**src/rtl/axi_dma_cmd_arbiter.sv**
```systemverilog
`default_nettype none
// +--------------------------------------------------------------------------+
// | axi_dma_cmd_arbiter: round-robin arbiter sharing the DMA command port,   |
// | absorbs zero-length commands. Option macro: AXI_DMA_CMD_ARB_PRIO_EN      |
// | Revision: 1.0                                                            |
// +--------------------------------------------------------------------------+
module axi_dma_cmd_arbiter #(
  parameter  int REQ_COUNT = 4,
  parameter  int ADDR_WD   = 32,
  parameter  int LEN_WD    = 32,
  localparam int ID_WD     = $clog2(REQ_COUNT)
) (
  input  logic                           clk,
  input  logic                           rst,
  input  logic [REQ_COUNT-1:0]           req_valid,
`ifdef AXI_DMA_CMD_ARB_PRIO_EN
  input  logic [REQ_COUNT-1:0]           req_prio,
`endif
  input  logic [REQ_COUNT*ADDR_WD-1:0]   req_src_addr,
  input  logic [REQ_COUNT*ADDR_WD-1:0]   req_dst_addr,
  input  logic [REQ_COUNT*2-1:0]         req_burst,
  input  logic [REQ_COUNT*LEN_WD-1:0]    req_len,
  input  logic [REQ_COUNT*3-1:0]         req_size,
  output logic [REQ_COUNT-1:0]           req_ready,
  output logic                           cmd_valid,
  output logic [ADDR_WD-1:0]             cmd_src_addr,
  output logic [ADDR_WD-1:0]             cmd_dst_addr,
  output logic [1:0]                     cmd_burst,
  output logic [LEN_WD-1:0]              cmd_len,
  output logic [2:0]                     cmd_size,
  output logic [ID_WD-1:0]               cmd_id,
  input  logic                           cmd_ready,
  output logic                           drop_pulse,
  output logic [ID_WD-1:0]               drop_id,
  output logic                           busy
);

  localparam logic [ID_WD-1:0] C_LAST = ID_WD'(REQ_COUNT - 1);
  localparam logic [ID_WD:0]   C_NREQ = (ID_WD + 1)'(REQ_COUNT);

  logic [ADDR_WD-1:0] w_src   [REQ_COUNT];
  logic [ADDR_WD-1:0] w_dst   [REQ_COUNT];
  logic [1:0]         w_burst [REQ_COUNT];
  logic [LEN_WD-1:0]  w_len   [REQ_COUNT];
  logic [2:0]         w_size  [REQ_COUNT];

  logic                   r_cmd_valid;
  logic [ADDR_WD-1:0]     r_cmd_src;
  logic [ADDR_WD-1:0]     r_cmd_dst;
  logic [1:0]             r_cmd_burst;
  logic [LEN_WD-1:0]      r_cmd_len;
  logic [2:0]             r_cmd_size;
  logic [ID_WD-1:0]       r_cmd_id;
  logic                   r_drop_pulse;
  logic [ID_WD-1:0]       r_drop_id;
  logic [ID_WD-1:0]       r_last_grant;

  logic [REQ_COUNT-1:0]   w_cand;
  logic [2*REQ_COUNT-2:0] w_dbl;
  logic [REQ_COUNT-1:0]   w_rot;
  logic [ID_WD-1:0]       w_start;
  logic [ID_WD-1:0]       w_off;
  logic [ID_WD:0]         w_sum;
  logic [ID_WD-1:0]       w_winner;
  logic                   w_found;
  logic                   w_free;
  logic                   w_grant;
  logic [LEN_WD-1:0]      w_len_sel;

  for (genvar i = 0; i < REQ_COUNT; i++) begin : g_unpack
    assign w_src[i]   = req_src_addr[i*ADDR_WD +: ADDR_WD];
    assign w_dst[i]   = req_dst_addr[i*ADDR_WD +: ADDR_WD];
    assign w_burst[i] = req_burst[i*2 +: 2];
    assign w_len[i]   = req_len[i*LEN_WD +: LEN_WD];
    assign w_size[i]  = req_size[i*3 +: 3];
  end

`ifdef AXI_DMA_CMD_ARB_PRIO_EN
  logic [REQ_COUNT-1:0] w_hi;
  assign w_hi   = req_valid & req_prio;
  assign w_cand = (|w_hi) ? w_hi : req_valid;
`else
  assign w_cand = req_valid;
`endif

  // Rotate candidates so the search always starts at bit 0, then un-rotate the hit.
  always_comb begin
    w_start  = (r_last_grant == C_LAST) ? '0 : r_last_grant + 1'b1;
    w_dbl    = {w_cand[REQ_COUNT-2:0], w_cand};
    w_rot    = w_cand;
    w_found  = 1'b0;
    w_off    = '0;
    w_sum    = '0;
    w_winner = '0;
    for (int s = 0; s < REQ_COUNT; s++) begin
      if (w_start == ID_WD'(s)) begin
        w_rot = w_dbl[s +: REQ_COUNT];
      end
    end
    for (int i = REQ_COUNT - 1; i >= 0; i--) begin
      if (w_rot[i]) begin
        w_found = 1'b1;
        w_off   = ID_WD'(i);
      end
    end
    w_sum = {1'b0, w_start} + {1'b0, w_off};
    if (w_sum >= C_NREQ) begin
      w_sum = w_sum - C_NREQ;
    end
    w_winner = w_sum[ID_WD-1:0];
  end

  assign w_free    = !r_cmd_valid || cmd_ready;
  assign w_grant   = w_found && w_free;
  assign w_len_sel = w_len[w_winner];

  for (genvar i = 0; i < REQ_COUNT; i++) begin : g_ready
    assign req_ready[i] = w_grant && (w_winner == ID_WD'(i));
  end

  always_ff @(posedge clk or negedge rst) begin
    if (!rst) begin
      r_cmd_valid  <= 1'b0;
      r_cmd_src    <= '0;
      r_cmd_dst    <= '0;
      r_cmd_burst  <= '0;
      r_cmd_len    <= '0;
      r_cmd_size   <= '0;
      r_cmd_id     <= '0;
      r_drop_pulse <= 1'b0;
      r_drop_id    <= '0;
      r_last_grant <= C_LAST;
    end else begin
      r_drop_pulse <= 1'b0;
      if (w_free) begin
        r_cmd_valid <= 1'b0;
      end
      if (w_grant) begin
        r_last_grant <= w_winner;
        if (w_len_sel != '0) begin
          r_cmd_valid <= 1'b1;
          r_cmd_src   <= w_src[w_winner];
          r_cmd_dst   <= w_dst[w_winner];
          r_cmd_burst <= w_burst[w_winner];
          r_cmd_len   <= w_len_sel;
          r_cmd_size  <= w_size[w_winner];
          r_cmd_id    <= w_winner;
        end else begin
          // Zero-length command: consumed and reported, never forwarded.
          r_drop_pulse <= 1'b1;
          r_drop_id    <= w_winner;
        end
      end
    end
  end

  assign cmd_valid    = r_cmd_valid;
  assign cmd_src_addr = r_cmd_src;
  assign cmd_dst_addr = r_cmd_dst;
  assign cmd_burst    = r_cmd_burst;
  assign cmd_len      = r_cmd_len;
  assign cmd_size     = r_cmd_size;
  assign cmd_id       = r_cmd_id;
  assign drop_pulse   = r_drop_pulse;
  assign drop_id      = r_drop_id;
  assign busy         = r_cmd_valid | (|req_valid);

endmodule
`default_nettype wire

```
**config.mk**
```make
export PLATFORM = sky130hd
export DESIGN_NAME = axi_dma_cmd_arbiter
export DESIGN_NICKNAME = d
export VERILOG_FILES = /design/src/rtl/axi_dma_cmd_arbiter.sv
export SDC_FILE = /design/constraint.sdc
export NUM_CORES = 1
export LEC_CHECK = 0
export BUFFER_PORTS_ARGS = -buffer_cell sky130_fd_sc_hd__buf_2
export CAP_MARGIN = 20
export CORE_AREA = 2 2 205 207
export CTS_CLUSTER_SIZE = 14
export DETAILED_ROUTE_END_ITERATION = 8
export DIE_AREA = 0 0 207 209
export PLACE_DENSITY = 0.52
export SYNTH_ARGS = -nofsm -noshare
export SYNTH_HDL_FRONTEND = slang
export SYNTH_SLANG_ARGS = --single-unit
```
**constraint.sdc**
```tcl
create_clock -name clk -period 15.3 [get_ports clk]
set_input_delay 4.59 -clock clk [delete_from_list [all_inputs] [get_ports clk]]
set_output_delay 4.59 -clock clk [all_outputs]
set_load 0.01 [all_outputs]
```
Word level (Yosys, flattened, before mapping)
Cells that the tools add are included.
Storage, ports and cells
  register bits: 109
  output and inout port bits: 112
  logic and storage cells: 70
Operators by class
  $add $sub $neg: 3
  order comparisons: 2
  equality and inequality tests: 7
  muxes and demuxes: 33
  bitwise gates (word level): 3
  reduce and logical (&&, ||, !) cells: 12
Operator list (count)
  binary-select mux 32 bit (select 2 bit): 3
  two-way mux 32 bit: 6
  nonzero test 32 bit: 1
  two-way mux 2 bit: 8
  two-way mux 4 bit: 3
  equality test 2 bit, second input constant: 5
  two-way mux 1 bit: 9
  binary-select mux 3 bit (select 2 bit): 1
  >= comparator 3 bit, second input constant: 2
  two-way mux 3 bit: 2
  logical AND 1 bit: 5
  binary-select mux 2 bit (select 2 bit): 1
  equality test 2 x 1 -> 1 bit, second input constant: 2
  AND reduction 2 bit: 2
  OR reduction 4 bit: 1
  adder 2 x 2 -> 3 bit: 1
  inverter 2 -> 3 bit: 1
  adder 2 x 1 -> 2 bit, second input constant: 1
  logical NOT 2 bit: 1
  subtractor 2 x 1 -> 2 bit, second input constant: 1
  logical NOT 1 bit: 1
  logical OR 1 bit: 1
  inverter 1 bit: 1
  OR 1 bit: 1

Depth between registers and ports, before layout
  depth after elaboration: 20
  mapped depth: 17
  gate-level depth less buffers: 13

Least setup slack after synthesis
OpenSTA, ideal clock, no wires.
  path kind: input port to output port
  from: input port req_valid[2]
  to: output port req_ready[0]
  arrival time: 6.989 ns
  data required time: 10.710 ns
  slack: 3.721 ns
  stages: 12
  path buffers: 3
  path through: buf_2 mux2i_1 a211oi_2 o221ai_1 a32o_1 o21a_1 ha_1 xnor2_1 xnor2_1 buf_4 buf_2 nor3_1
Between the ends
  cells in the longest elaborated chain, start to end: 11
  elaborated cells between the ends (all ways): 18
  those cells by class: add/sub (2); order compare (1); mux (12); reduce/logical (3)
RTL lines
  start, declared: RTL line 15  | input logic [REQ_COUNT-1:0] req_valid,
  two-way mux 4 bit (2 in a row): RTL line 96  | if (w_start == ID_WD'(s)) begin
  two-way mux 4 bit *: RTL line 96
  two-way mux 2 bit (3 in a row): RTL line 101  | if (w_rot[i]) begin
  adder 2 x 2 -> 3 bit: RTL line 106  | w_sum = {1'b0, w_start} + {1'b0, w_off};
  >= comparator 3 bit or subtractor 2 x 1 -> 2 bit (tied branches): RTL line 107, 108
  two-way mux 2 bit: RTL line 107  | if (w_sum >= C_NREQ) begin
  logical NOT 2 bit: RTL line 118  | assign req_ready[i] = w_grant && (w_winner == ID_WD'(i));
  logical AND 1 bit *: RTL line 118
  end, declared: RTL line 24  | output logic [REQ_COUNT-1:0] req_ready,
Mark *: on every way between the ends. The rest lies on a longest branch, timed or not.

Worst setup path after layout
  from: input port req_valid[2]
  to: output port req_ready[1]
Between the ends
  cells in the longest elaborated chain, start to end: 11
  elaborated cells between the ends (all ways): 18
  those cells by class: add/sub (2); order compare (1); eq/ne (1); mux (12); reduce/logical (2)
RTL lines (RTL line)
  two-way mux 4 bit (2 in a row): 96
  two-way mux 4 bit *: 96
  two-way mux 2 bit (3 in a row): 101
  adder 2 x 2 -> 3 bit: 106
  >= comparator 3 bit or subtractor 2 x 1 -> 2 bit (tied branches): 107, 108
  two-way mux 2 bit: 107
  equality test 2 x 1 -> 1 bit: 118
  logical AND 1 bit *: 118
Marked as above.

==> impl_metrics.env <==
export IMPL_overflow=0
export IMPL_syn_nets=872
export IMPL_clk_pin_slew_ns=0.07
export IMPL_io_buffers=522
export IMPL_setup_tns_final_ns=0
export IMPL_slew_headroom_pct=41.76
export IMPL_routedWlPerCell_um=19.18
export IMPL_cts_sinks=109
export IMPL_rows=75
export IMPL_dr_pass1_iters=4
export IMPL_swShare_pct=40.19
export IMPL_crit_path_max_incr_delay_ns=0.56
export IMPL_layout_nets=1377
export IMPL_holdPathStages=1
export IMPL_worst_r2r_path_depth=16
export IMPL_synthArstFlopShare_pct=100.0
export IMPL_tightest_slew_ns=0.8736
export IMPL_ys_warn_count=0
export IMPL_cts_root_buf="clkbuf_16"
export IMPL_r2r_end="cmd_size[0]"
export IMPL_end_kind="primary output"
export IMPL_ys_seq_area_share_pct=38.63
export IMPL_final_hold_violation_count=0
export IMPL_clock_skew_ns=0.01173
export IMPL_post_cts_setup_buffers=0
export IMPL_crit_type="in -> out"
export IMPL_ant_nets=0
export IMPL_p_int_uw=2211
export IMPL_hold_path_end="cmd_src_addr[23]"
export IMPL_ys_seq_elements=109
export IMPL_worst_path_max_delay_cell="buf_4"
export IMPL_critPathTopFamily="compound AO/OA/AOI/OAI gates"
export IMPL_core_area_mm2=0.04129
export IMPL_ir_drop_mv=0.2374
export IMPL_r2r_start="r_last_grant[0]"
export IMPL_drive_gt1_share_pct=77.54
export IMPL_critical_path_top_cell_by_count="buf_2"
export IMPL_num_vias=6605
export IMPL_viasPerCell=4.380
export IMPL_ioPinCount=523
export IMPL_min_from="cmd_src_addr[23]"
export IMPL_pwr_share_seq_pct=15.2
export IMPL_place_gp_congestion=0.9049
export IMPL_crit_buf_inv=3
export IMPL_placed_cells=1489
export IMPL_start_util_pct=17.12
export IMPL_drt_initial_drc_count=222
export IMPL_p_leak_uw=0.004811
export IMPL_setup_viol=0
export IMPL_h_tree_depth=3
export IMPL_required_ns=10.71
export IMPL_synthDistinctLibCells=41
export IMPL_outcome="finished, final reports clean"
export IMPL_antenna_found_initial=5
export IMPL_start_kind="input pin"
export IMPL_power_density_mw_per_mm2=349.6
export IMPL_cap_violations=0
export IMPL_period_needed_ns=11.95
export IMPL_syn_cell_area_mm2=0.007067
export IMPL_whs_ns=0.4812
export IMPL_cts_tree="built"
export IMPL_grt_pass1_wl_mm=42.97
export IMPL_combPwrFrac_pct=77.9
export IMPL_cts_buffer_depth=2
export IMPL_fin_crit_sh_pct=78.13
export IMPL_reg2reg_setup_slack_ns=9.25
export IMPL_critPathArrivalTime_ns=7.36
export IMPL_area_growth_pct=49.61
export IMPL_crit_fanout=48
export IMPL_drc=0
export IMPL_cp_depth=12
export IMPL_utilization_pct=25.61
export IMPL_grt_max_degree=57
export IMPL_slew_viol_final=0
export IMPL_postCtsHoldBufs=0
export IMPL_fmax_mhz=83.65
export IMPL_grt_util_met3_pct=3.953
export IMPL_power_frac_clock_pct=7.0
export IMPL_finalNonFillerCells=1508
export IMPL_gr_usage_met1_pct=16.01
export IMPL_p_sw_uw=1486
export IMPL_synth_edf_count=0
export IMPL_final_cell_mix="buf_2, dfrtp_1, mux4_2"
export IMPL_dp_hpwl_mm=24.06
export IMPL_grt_met2_usage_pct=21.34
export IMPL_grt_total_usage_pct=13.18
export IMPL_fill_cells=4433
export IMPL_grt_pass1_vias=7072
export IMPL_grt_busiest_layer="met2"
export IMPL_die_x_um=207
export IMPL_layout_commonest_cell="buf_2"
export IMPL_numCtsBuffers=9
export IMPL_critical_path_cell_chain="buf_2 > mux2i_1 > a211oi_2 > o221ai_1 > a32o_1 > o21a_1 > ha_4 > xnor2_1 > xnor2_2 > buf_4 > nor2_1 > buf_2"
export IMPL_syn_avg_cell_area_um2=15.50
export IMPL_ctsResizeCount=0
export IMPL_synth_cells=456
export IMPL_die_h_um=209
export IMPL_synth_top_flop_cell="dfrtp_1"
export IMPL_clk_latency_ns=0.38
export IMPL_hold_path_class="reg -> reg"
export IMPL_dieArea_mm2=0.04326
export IMPL_routed_wl_mm=28.92
export IMPL_rsz0062_at_grt="false"
export IMPL_fin_total_pwr_uw=3697
worst max path at each step:
| stage | end | slack (ns) | startpoint |
|---|---|---|---|
| 6_report | req_ready[1] | 3.35 | req_valid[2] |
| 5_1_grt | req_ready[0] | 3.14 | req_valid[2] |
| 2_1_floorplan | req_ready[0] | 3.72 | req_valid[2] |
| 3_3_place_gp | req_ready[1] | 3.38 | req_valid[2] |
| 3_5_place_dp | req_ready[1] | 3.32 | req_valid[2] |
| 4_1_cts | req_ready[1] | 3.31 | req_valid[2] |
cell usage after synthesis (3+ instances only):
library cell	number	share of area [%]
nand2_1	5	0.27
mux2_2	92	15
nor4_1	33	2.9
buf_2	16	1.1
nand4_1	8	0.71
mux2i_1	5	0.71
buf_4	6	0.64
nor2b_1	3	0.27
inv_1	7	0.37
dfrtp_1	107	38
mux4_2	101	32
o21ai_0	4	0.28
mux2_1	11	1.8
ha_1	5	0.89
a21oi_1	3	0.21
nor3_1	5	0.35
clkbuf_1	10	0.53
nor2_1	8	0.42
logic make-up after synthesis:
group	after synthesis	synth area share (%)
AO/OA/AOI/OAI	18	1.895
XOR/XNOR	3	0.4782
adder cells (fa/ha/maj)	5	0.8853
buffers and inverters	43	3.098
flip-flops	109	38.63
multiplexers	209	49.31
AND/OR/NAND/NOR	69	5.701
sequential cells by signal, summed over array words and instances, names as in the netlist:
name	cells
cmd_dst_addr	32
cmd_len	32
cmd_src_addr	32
cmd_size	3
cmd_burst	2
cmd_id	2
drop_id	2
r_last_grant	2
cmd_valid	1
drop_pulse	1
power by group through the flow:
stage	clock network, uW	logic [uW]	registers (uW)
4_1_cts	271	2950	563
2_1_floorplan	0	2200	629
3_3_place_gp	0	2880	564
5_1_grt	283	3110	581
6_report	257	2880	561
3_5_place_dp	0	2940	566
per-layer routing:
metal	wire [um]	part of all wire, %
met1	11660	40
met3	2361	8.2
met4	861	3.0
met2	14040	49
met5	0	0
metrics by stage:
stage	instance area [um2]	worst slack (ns)
finish	10570	3.346
global route	10570	3.135
CTS	10570	3.309
detailed placement	10260	3.318
global placement	10260	3.385
floorplan	7067	3.721
final cells by class:
class	count	area [um2]	area share, %
diodes	3	7.507	0.07101
clock buffers	11	242.7	2.296
clock inverters	5	66.31	0.6272
inverters	7	26.28	0.2485
multi-input cells	304	4150	39.25
flip-flops and latches	109	2730	25.82
well taps	539	674.4	6.379
repair buffers	530	2675	25.30
Power figures use the tool's default switching activity.
